===== config.mk =====
export PLATFORM = sky130hd
export DESIGN_NAME = gate_share_arbiter
export DESIGN_NICKNAME = d
export VERILOG_FILES = /design/src/rtl/gate_share_pkg.sv /design/src/rtl/rr_arbiter.sv /design/src/rtl/gate_share_arbiter.sv
export SDC_FILE = /design/constraint.sdc
export NUM_CORES = 1
export LEC_CHECK = 0
export CAP_MARGIN = 20
export CORE_ASPECT_RATIO = 1.25
export CORE_MARGIN = 1
export CORE_UTILIZATION = 30
export CTS_CLUSTER_SIZE = 28
export DETAILED_ROUTE_END_ITERATION = 16
export MAX_ROUTING_LAYER = met4
export PLACE_DENSITY = 0.68
export SLEW_MARGIN = 20
export SYNTH_ARGS = -nofsm -noshare
export SYNTH_HDL_FRONTEND = slang
export SYNTH_SLANG_ARGS = --single-unit

===== constraint.sdc =====
create_clock -name clk -period 4.15 [get_ports clk]
set_input_delay 0.83 -clock clk [delete_from_list [all_inputs] [get_ports clk]]
set_output_delay 0.83 -clock clk [all_outputs]
set_load 0.05 [all_outputs]

===== src/rtl/gate_share_pkg.sv =====
// Shared opcode and FSM state definitions for gate_share_arbiter and its arbiter.
package gate_share_pkg;

    localparam logic [1:0] OP_NAND = 2'b00;
    localparam logic [1:0] OP_AND  = 2'b01;
    localparam logic [1:0] OP_OR   = 2'b10;
    localparam logic [1:0] OP_XOR  = 2'b11;

    typedef enum logic {
        ST_IDLE = 1'b0,
        ST_HOLD = 1'b1
    } state_e;

endpackage


===== src/rtl/rr_arbiter.sv =====
// Round-robin arbiter: grants the first requester after last_grant_i, wrapping at N_REQ.
module rr_arbiter #(
    parameter int N_REQ = 4,
    parameter int ID_W  = 2
) (
    input  logic [N_REQ-1:0] req_i,
    input  logic [ID_W-1:0]  last_grant_i,
    input  logic             en_i,
    output logic [N_REQ-1:0] gnt_o,
    output logic [ID_W-1:0]  gnt_idx_o,
    output logic             any_gnt_o
);

    logic [ID_W-1:0] idx;

    always_comb begin
        gnt_o     = '0;
        gnt_idx_o = '0;
        any_gnt_o = 1'b0;
        idx       = '0;
        // k runs 1..N_REQ so the previous winner is searched last
        for (int k = 1; k <= N_REQ; k++) begin
            idx = ID_W'((int'(last_grant_i) + k) % N_REQ);
            if (en_i && !any_gnt_o && req_i[idx]) begin
                any_gnt_o  = 1'b1;
                gnt_idx_o  = idx;
                gnt_o[idx] = 1'b1;
            end
        end
    end

endmodule


===== src/rtl/gate_share_arbiter.sv =====
// Round-robin shared registered bitwise unit (NAND by default).
// Define GATE_SHARE_OPSEL_EN to add per-request opcode select (req_op/rsp_op).
module gate_share_arbiter
    import gate_share_pkg::*;
#(
    parameter int N_REQ = 4,
    parameter int WIDTH = 3,
    parameter int ID_W  = 2
) (
    input  logic                   clk,
    input  logic                   rst_n,
    input  logic [N_REQ-1:0]       req_valid,
    input  logic [N_REQ*WIDTH-1:0] req_a,
    input  logic [N_REQ*WIDTH-1:0] req_b,
    output logic [N_REQ-1:0]       req_ready,
    output logic                   rsp_valid,
    output logic [ID_W-1:0]        rsp_id,
    output logic [WIDTH-1:0]       rsp_data,
    input  logic                   rsp_ready,
    output logic                   busy
`ifdef GATE_SHARE_OPSEL_EN
    ,
    input  logic [N_REQ*2-1:0]     req_op,
    output logic [1:0]             rsp_op
`endif
);

    state_e           state_q, state_d;
    logic [ID_W-1:0]  last_q, last_d;
    logic [ID_W-1:0]  id_q, id_d;
    logic [WIDTH-1:0] data_q, data_d;
    logic [WIDTH-1:0] a_g, b_g, res;
    logic [1:0]       op_g;
    logic             can_accept;
    logic [N_REQ-1:0] gnt;
    logic [ID_W-1:0]  gnt_idx;
    logic             any_gnt;

    // A held result may be replaced in the same cycle it is consumed
    assign can_accept = (state_q == ST_IDLE) || rsp_ready;

    rr_arbiter #(.N_REQ(N_REQ), .ID_W(ID_W)) u_arb (
        .req_i        (req_valid),
        .last_grant_i (last_q),
        .en_i         (can_accept),
        .gnt_o        (gnt),
        .gnt_idx_o    (gnt_idx),
        .any_gnt_o    (any_gnt)
    );

    assign req_ready = gnt;

    always_comb begin
        a_g  = '0;
        b_g  = '0;
        op_g = OP_NAND;
        for (int i = 0; i < N_REQ; i++) begin
            if (gnt_idx == ID_W'(i)) begin
                a_g = req_a[i*WIDTH +: WIDTH];
                b_g = req_b[i*WIDTH +: WIDTH];
`ifdef GATE_SHARE_OPSEL_EN
                op_g = req_op[i*2 +: 2];
`endif
            end
        end
    end

    always_comb begin
        case (op_g)
            OP_AND:  res = a_g & b_g;
            OP_OR:   res = a_g | b_g;
            OP_XOR:  res = a_g ^ b_g;
            default: res = ~(a_g & b_g);
        endcase
    end

    always_comb begin
        state_d = state_q;
        last_d  = last_q;
        id_d    = id_q;
        data_d  = data_q;
        if (any_gnt) begin
            state_d = ST_HOLD;
            last_d  = gnt_idx;
            id_d    = gnt_idx;
            data_d  = res;
        end else if (state_q == ST_HOLD && rsp_ready) begin
            state_d = ST_IDLE;
        end
    end

    always_ff @(posedge clk or negedge rst_n) begin
        if (!rst_n) begin
            state_q <= ST_IDLE;
            last_q  <= ID_W'(N_REQ - 1);
            id_q    <= '0;
            data_q  <= '0;
        end else begin
            state_q <= state_d;
            last_q  <= last_d;
            id_q    <= id_d;
            data_q  <= data_d;
        end
    end

`ifdef GATE_SHARE_OPSEL_EN
    logic [1:0] op_q;

    always_ff @(posedge clk or negedge rst_n) begin
        if (!rst_n)       op_q <= OP_NAND;
        else if (any_gnt) op_q <= op_g;
    end

    assign rsp_op = op_q;
`endif

    assign rsp_valid = (state_q == ST_HOLD);
    assign busy      = (state_q == ST_HOLD);
    assign rsp_id    = id_q;
    assign rsp_data  = data_q;

endmodule


==> metrics, run 1 <==
fmax 0.2613 GHz; via count 1,096; Overflow after GRT 0; Sw Pwr 0.0007342 W; Slew @ Worst Pin 0.5153 ns; Combinational Power Share 80.9%; Crit. End Element output pin; Post-Route Setup TNS 0 ns; dpl cell area 1585 µm²; Clock Latency Late Sink 0.23 ns; drt drc 2; #FFs+latches synth 8; Sw Share 49.89%; Routed WL about 2.9 mm; worst r2r src last_q[1]; Final Instance Area ~1600 µm²; CP Launch Type flop; initial antenna violation count 0; Hold Buf Count CTS 0; Root Buffer clkbuf_8; vias per cell 5.508; period utilization 92.23%; internal power ~0.00074 W; first-pass GRT wire length 4.871 mm; max-slew violation count 0; Die Wd 57.32 µm; count of different cell masters after synthesis 52; EDFF count, synth 0; TritonCTS buffer count 3; syn nets 158; Clock Path Buffers 2; maximum vdd drop 0.0005488 V; Power Density 893.7 nW/µm²; Finished Layout Cells 199; Post-DRT Antenna Nets 0; Bufs and invs on worst path 2; vias in the first global route 1,103; count of max-cap constraint violations 0; Initial Util roughly 32%; routed length per instance 14.46 µm; unrepaired setup endpoints after global routing no; Post-CTS Setup Inserts 0; DPL Wire Length 2.353 mm; Synth Cell Area 1147 µm²; Fillers 347; Clk pwr share under 10%; Core Area 3573 µm²; Crit Path Class reg -> out; fraction of registers with async set/reset 100.0%; drt initial violations 32; area leader, netlist dfrtp_1; Ys Warns 0; share of layout cells above drive strength 1 23.13%; row count 24; nets 199; slowest cell delay on critical path around 0.7 ns; Max FO, Critical Path 13; largest net degree at the start of global routing 17; Synth top area share approximately an eighth; mean post-synth cell area 9.561 µm²; Antenna Cells 0; DP Cell Count 195; Leak 0.6712 nW; worst path cell trace inv_1 > ha_4 > mux2_4 > mux2i_1 > o21a_2 > nor3_1 > a222oi_1 > nand2_1 > buf_12; # IOs 42; setup slack, reg-to-reg 1.04 ns; Total Power ~0.0015 W; 1st-pass router iterations 10; Die Y 71.14 µm; Commonest cells post-synth 25 x nand2_1, 7 x ha_1, 6 x dfrtp_1; status finished, violations left; Mapped Cells 120; Worst-path clk slew ~0.040 ns; sequential power share 12.4%; gr usage total between 10% and 20%; Seq/Total Area, Yosys 17.67%; hold_sp rsp_id[0]; Core Util, Final 46.08%; PortBufs 41; GPL Wtd Cong 0.8624; Final Hold Fails 0; full die area 4077 µm²; source of the critical timing path last_q[1]; CP max-delay cell dfstp_4; CP delay by family, top flip-flops; most frequent cell after synthesis nand2_1; Clock Skew 0.004114 ns; htree depth 1; CTS tree done; number of setup violations in the final report 0; min-delay worst type reg -> reg; Synth Flop Type dfrtp_1; relative slew slack 65.54%; minimum clock period about 3.8 ns; clk sinks 8; synth top area cells dfrtp_1 13%, nand2_1 8.2%, ha_1 7.6%; Area Growth Syn to Fin 43.51%; Req. time, crit path 3.32 ns; failing checks DRC; Worst Path Arrival 3.00 ns
path summary, 6_finish.rpt:
check,end,cells past startpoint
worst max-delay path,req_ready[3],9
worst min-delay path,rsp_id[0],1
worst max register to register,rsp_data[2],9
worst min register to register,rsp_id[0],1
max in group asynchronous,last_q[0],1
min in group asynchronous,rsp_id[0],1
state kept, by name (all words and copies together), names as in the netlist:
signal / flops
busy: 1
last_q: 2
rsp_data: 3
rsp_id: 2
layout make-up:
class                           instances  area (µm²)  share of cell area [%]
Clock buffer                            4       45.04                   2.736
Inverter                                2       20.02                   1.216
Multi-Input combinational cell        104       868.3                   52.74
Sequential cell                         8       206.4                   12.54
Tap cell                               39       48.80                   2.964
Timing Repair Buffer                   42       457.9                   27.81
placed cells by master (no fill, tap or decap), types with 2 or more instances in the layout:
| cell type | netlist | final |
|---|---|---|
| mux2i_1 | 4 | 4 |
| nand2_1 | 25 | 25 |
| a21boi_1 | 2 | 2 |
| a21oi_1 | 3 | 3 |
| mux2_2 | 2 | 2 |
| nand4_1 | 2 | 2 |
| a21o_1 | 2 | 2 |
| o221ai_1 | 2 | 2 |
| nor2_1 | 4 | 4 |
| clkdlybuf4s50_1 | 0 | 37 |
| o21ai_0 | 4 | 4 |
| a221oi_2 | 2 | 2 |
| nand3_1 | 3 | 3 |
| mux2_4 | 3 | 3 |
| nor3_4 | 2 | 2 |
| ha_1 | 7 | 6 |
| buf_12 | 1 | 4 |
| a21o_2 | 2 | 2 |
| dfrtp_1 | 6 | 6 |
| a21boi_4 | 2 | 2 |
| a222oi_1 | 4 | 4 |
| o22ai_1 | 3 | 3 |
| clkbuf_8 | 0 | 3 |
cell families after synthesis:
kind of cell / Yosys count / share of synthesized area (%)
flops: 8 / 17.67
mux: 11 / 13.63
buf+inv: 8 / 7.742
simple gates: 52 / 27.15
compound gates: 34 / 26.17
fa+ha+maj: 7 / 7.633
layer usage:
layer  wire [µm]  global-route usage [%]
met5           0                       -
met4          21                   3.794
met3         125                   1.828
met2        1561                   28.50
met1        1170                   17.57
metrics by stage:
| stage | setup slack, ns | hold WS (ns) |
|---|---|---|
| finish | 0.3223 | 0.4825 |
| global route | 0.1071 | 0.4974 |
| CTS | 0.1349 | 0.4845 |
| detailed placement | 0.3775 | 0.4643 |
| global placement | 0.4243 | 0.4690 |
| floorplan | 0.5703 | 0.5344 |
power groups by stage:
| stage | combinational [W] | clock (W) | sequential [W] |
|---|---|---|---|
| floorplan | 0.000823 | 0 | 0.000259 |
| global placement | 0.00114 | 0 | 0.000180 |
| detailed placement | 0.00117 | 0 | 0.000180 |
| CTS | 0.00117 | 0.000101 | 0.000180 |
| global route | 0.00128 | 0.000106 | 0.000190 |
| finish | 0.00119 | 0.0000981 | 0.000183 |
repair_timing:
item | CTS | global route
resized for setup | 0 | 3
setup endpoints to repair | 0 | 4
endpoints found under the hold margin | 0 | 0
Note: power is estimated with default switching activity, not from simulation.
==> run 2: changes to the inputs <==
--- a/config.mk
+++ b/config.mk
@@ -13,2 +13,3 @@
 export DETAILED_ROUTE_END_ITERATION = 16
+export HOLD_SLACK_MARGIN = 0.03
 export MAX_ROUTING_LAYER = met4
--- a/constraint.sdc
+++ b/constraint.sdc
@@ -3,2 +3,2 @@
 set_output_delay 0.83 -clock clk [all_outputs]
-set_load 0.05 [all_outputs]
+set_load 0.1 [all_outputs]
==> metrics, run 2 (synthesized netlist as in run 1, its figures left out) <==
htree depth 1 (unchanged); unrepaired setup endpoints after global routing no; Worst Path Arrival 3.07 ns (+0.07 ns); Die Wd 57.32 µm (unchanged); Slew @ Worst Pin 0.9732 ns (+0.4579 ns); Clock Latency Late Sink 0.23 ns (about the same); drt drc 2 (unchanged); row count 24 (unchanged); relative slew slack 34.91% (-31 points); Post-CTS Setup Inserts 0 (unchanged); count of max-cap constraint violations 0 (unchanged); Antenna Cells 0 (unchanged); # IOs 42 (unchanged); drt initial violations 37 (+16%); vias in the first global route 1,107 (+0.36%); Final Hold Fails 0 (unchanged); Initial Util 32.11% (unchanged); first-pass GRT wire length 4.823 mm (-0.99%); met2 usage 26.54% (-2.0 points); Crit. End Element output pin; max-slew violation count 0 (unchanged); routed length per instance 14.42 µm (-0.24%); Clock Skew 0.003981 ns (-0.0001329 ns); Finished Layout Cells 199 (unchanged); initial antenna violation count 0 (unchanged); nets 200 (+0.50%); share of layout cells above drive strength 1 23.75% (+0.62 points); CP Launch Type flop; number of setup violations in the final report 0 (unchanged); fmax 0.2567 GHz (-1.8%); clk sinks 8 (unchanged); CTS tree done; 1st-pass router iterations 10 (unchanged); DPL Wire Length 2.314 mm (-1.7%); Post-DRT Antenna Nets 0 (unchanged); Post-Route Setup TNS 0 ns (unchanged); Crit Path Class reg -> out; most frequent cells in the layout 37 x clkdlybuf4s50_1, 25 x nand2_1, 6 x ha_1, 6 x dfrtp_1; Routed WL 2.870 mm (-0.24%); GR Util met1 18.06% (+0.49 points); status finished, violations left; minimum clock period 3.896 ns (+0.06859 ns); GPL Wtd Cong 0.8775 (+1.8%); Max FO, Critical Path 13 (unchanged); max FFs per register 3 (unchanged); DP Cell Count 196 (+0.51%); Die Y 71.14 µm (unchanged); full die area 4077 µm² (unchanged); PortBufs 41 (unchanged); TritonCTS buffer count 3 (unchanged); Req. time, crit path 3.32 ns (about the same); gr usage total 15.23% (-0.26 points); min-delay worst type reg -> reg; Area Growth Syn to Fin 43.84%; vias per cell 5.382 (-2.3%); Clock Path Buffers 2 (unchanged); failing checks DRC; GR peak layer met2; commonest non-fill, non-tap cell in the layout clkdlybuf4s50_1; Root Buffer clkbuf_8; largest net degree at the start of global routing 17 (unchanged); GR Util met3 1.645% (-0.18 points); via count 1,071 (-2.3%); Core Area 3573 µm² (unchanged); period utilization 93.89% (+1.7 points); Overflow after GRT 0 (unchanged); Worst-path clk slew 0.04 ns (about the same)
run 2: cell count changes in the layout (fill, tap and decap cells not counted):
| cell | delta |
|---|---|
| buf_4 | +1 |
| clkbuf_1 | -1 |
run 2: per-layer routing:
layer	wire length, µm	vias up
li1	-	542
met2	1499	35
met5	0	-
met3	115	2
met1	1234	492
met4	21	0
run 2: final cells by class:
class	count	area [µm²]
clock buffer	3	41.29
fill	369	1923
inverter	2	20.02
multi-input combinational	104	868.3
sequential	8	206.4
tap	39	48.80
timing repair buffer	43	465.4
run 2: worst paths after layout:
kind	startpoint	end	slack, ns	cells after the start
worst max-delay path	last_q[1]	req_ready[3]	0.25	9
min in group asynchronous	rst_n	rsp_id[0]	0.88	1
worst max register to register	last_q[1]	rsp_data[2]	1.09	10
worst min register to register	rsp_id[0]	rsp_id[0]	0.48	1
max in group asynchronous	rst_n	last_q[0]	2.96	1
worst min-delay path	rsp_id[0]	rsp_id[0]	0.48	1
run 2: through the flow:
stage	hold slack, ns	worst slack (ns)	instance area [µm²]	utilization (%)
2_1_floorplan	0.5344	0.2647	1147	-
3_3_place_gp	0.4691	0.4271	1593	44.57
3_5_place_dp	0.4645	0.3212	1593	44.57
4_1_cts	0.4844	0.07867	1634	45.73
5_1_grt	0.4994	0.09739	1650	46.18
6_report	0.4821	0.2537	1650	46.18
run 2: worst max-delay path, cell delays in order, from the launching register on:
cell and delay, ns:
dfstp_4 0.70, inv_1 0.14, ha_4 0.36, mux2_4 0.32, mux2i_1 0.25, o21a_2 0.28, nor3_1 0.12, a222oi_1 0.32
nand2_1 0.15, buf_12 0.20
run 2: timing repair:
action	CTS	global route
resized for setup	0	3
setup endpoints to repair	0	4
hold buffers	0	0
Power of run 2 is not shown: default switching activity piles up to over one toggle a cycle in this logic, so the estimate is an artifact.
==> run 3: changes to the inputs <==
Settings changed: CELL_PAD_IN_SITES_DETAIL_PLACEMENT from default to 1, CELL_PAD_IN_SITES_GLOBAL_PLACEMENT from default to 2, CORE_MARGIN 1 to 10, CORE_UTILIZATION 30 to 26, PLACE_DENSITY 0.68 to 0.9.
==> metrics, run 3 (synthesized netlist as in run 1, its figures left out) <==
gr usage total 10.05% (-5.2 points); worst hold stages 1 (unchanged); Initial Util 27.55% (-4.6 points); max FFs per register 3 (unchanged); share of layout cells above drive strength 1 23.60% (-0.15 points); DP Cell Count 213 (+8.7%); Final Instance Area 1675 µm² (+1.5%); Die Wd 79.42 µm (+39%); drt drc 0 (-2); full die area 7486 µm² (+84%); Area Growth Syn to Fin 46.02%; 1st-pass router iterations 4 (-6); htree depth 1 (unchanged); Post-CTS Setup Inserts 0 (unchanged); via count 1,091 (+1.9%); CP max-delay cell clkdlybuf4s50_1; first-pass GRT wire length 5.934 mm (+23%); Crit Path Class in -> out; Antenna Cells 0 (unchanged); period utilization 93.43% (-0.45 points); Crit. End Element output pin; Hold Buf Count CTS 0 (unchanged); unrepaired setup endpoints after global routing no; Core Util, Final 40.23% (-5.9 points); row count 26 (+8.3%); Req. time, crit path 3.32 ns (about the same); Routed WL 3.675 mm (+28%); largest net degree at the start of global routing 17 (unchanged); DPL Wire Length 3.085 mm (+33%); Worst Path Arrival 3.05 ns (-0.02 ns); count of max-cap constraint violations 0 (unchanged); Max FO, Critical Path 7 (-6); vias per cell 5.028 (-6.6%); relative slew slack 34.22% (-0.69 points); minimum clock period 3.878 ns (-0.01875 ns); area of the multi-input gates 868.3 µm² (unchanged); slowest cell delay on critical path 0.52 ns (-0.18 ns); worst path cell trace clkdlybuf4s50_1 > mux2_2 > and3_4 > o21a_2 > nor3_1 > a222oi_1 > nand2_1 > buf_12; status finished, final reports clean; drt initial violations 24 (-35%); Overflow after GRT 0 (unchanged); Root Buffer clkbuf_8; most frequent cells in the layout 37 x clkdlybuf4s50_1, 25 x nand2_1, 6 x ha_1, 6 x dfrtp_1; FF-to-FF path depth 10 (unchanged); PortBufs 41 (unchanged); Final Hold Fails 0 (unchanged); CTS tree done; sequential cell area 206.4 µm² (unchanged); vias in the first global route 1,214 (+9.7%); commonest non-fill, non-tap cell in the layout clkdlybuf4s50_1; CP Launch Type input port; Clock Latency Late Sink 0.23 ns (about the same); Finished Layout Cells 217 (+9.0%); # IOs 42 (unchanged); clk sinks 8 (unchanged); Clock Skew 0.004533 ns (+0.0005519 ns); Fillers 521 (+41%); Slew @ Worst Pin 0.9836 ns (+0.01039 ns); Post-Route Setup TNS 0 ns (unchanged); number of setup violations in the final report 0 (unchanged); GPL Wtd Cong 0.9249 (+5.4%); Worst-path clk slew 0.04 ns (about the same); Clock Path Buffers 2 (unchanged); TritonCTS buffer count 3 (unchanged); dpl cell area 1614 µm² (+1.3%); fmax 0.2579 GHz (+0.48%); routed length per instance 16.94 µm (+17%); Core Area 4164 µm² (+17%); Post-CTS Resized 0 (unchanged); Die Y 94.27 µm (+33%); min-delay worst type reg -> reg; initial antenna violation count 0 (unchanged); nets 200 (unchanged); Post-DRT Antenna Nets 0 (unchanged); max-slew violation count 0 (unchanged)
-- run 3: layout make-up --
class,instances,area share (%)
multi-input cells,104,51.83
repair buffers,43,27.78
flip-flops and latches,8,12.32
well taps,56,4.182
clock buffers,4,2.689
inverters,2,1.195
-- run 3: per-layer routing --
metal,vias up,track usage (%),wire length [µm]
met1,521,10.68,1548
met4,0,2.395,0
met2,33,18.53,1990
li1,537,-,-
met5,-,-,0
met3,0,1.916,136
-- run 3: worst max-delay path, delay by kind of cell --
family / cells / cell delay, ns
AO/OA/AOI/OAI: 2 / 0.41
buffers and inverters: 2 / 0.70
multiplexers: 1 / 0.35
AND/OR/NAND/NOR: 3 / 0.76
-- run 3: final timing paths --
path	from	end	slack, ns
setup / recovery	req_valid[1]	req_ready[0]	0.27
hold / removal	rsp_id[1]	rsp_id[1]	0.49
setup reg to reg	last_q[1]	rsp_data[2]	1.10
hold reg to reg	rsp_id[1]	rsp_id[1]	0.49
max in group asynchronous	rst_n	last_q[0]	2.96
min in group asynchronous	rst_n	rsp_id[0]	0.88
-- run 3: through the flow --
stage	hold slack [ns]	worst slack, ns
floorplan	0.5344	0.2647
global placement	0.4702	0.4019
detailed placement	0.4671	0.3055
CTS	0.4905	0.07457
global route	0.5049	0.06045
finish	0.4862	0.2725
Power of run 3 is left out for the same reason.
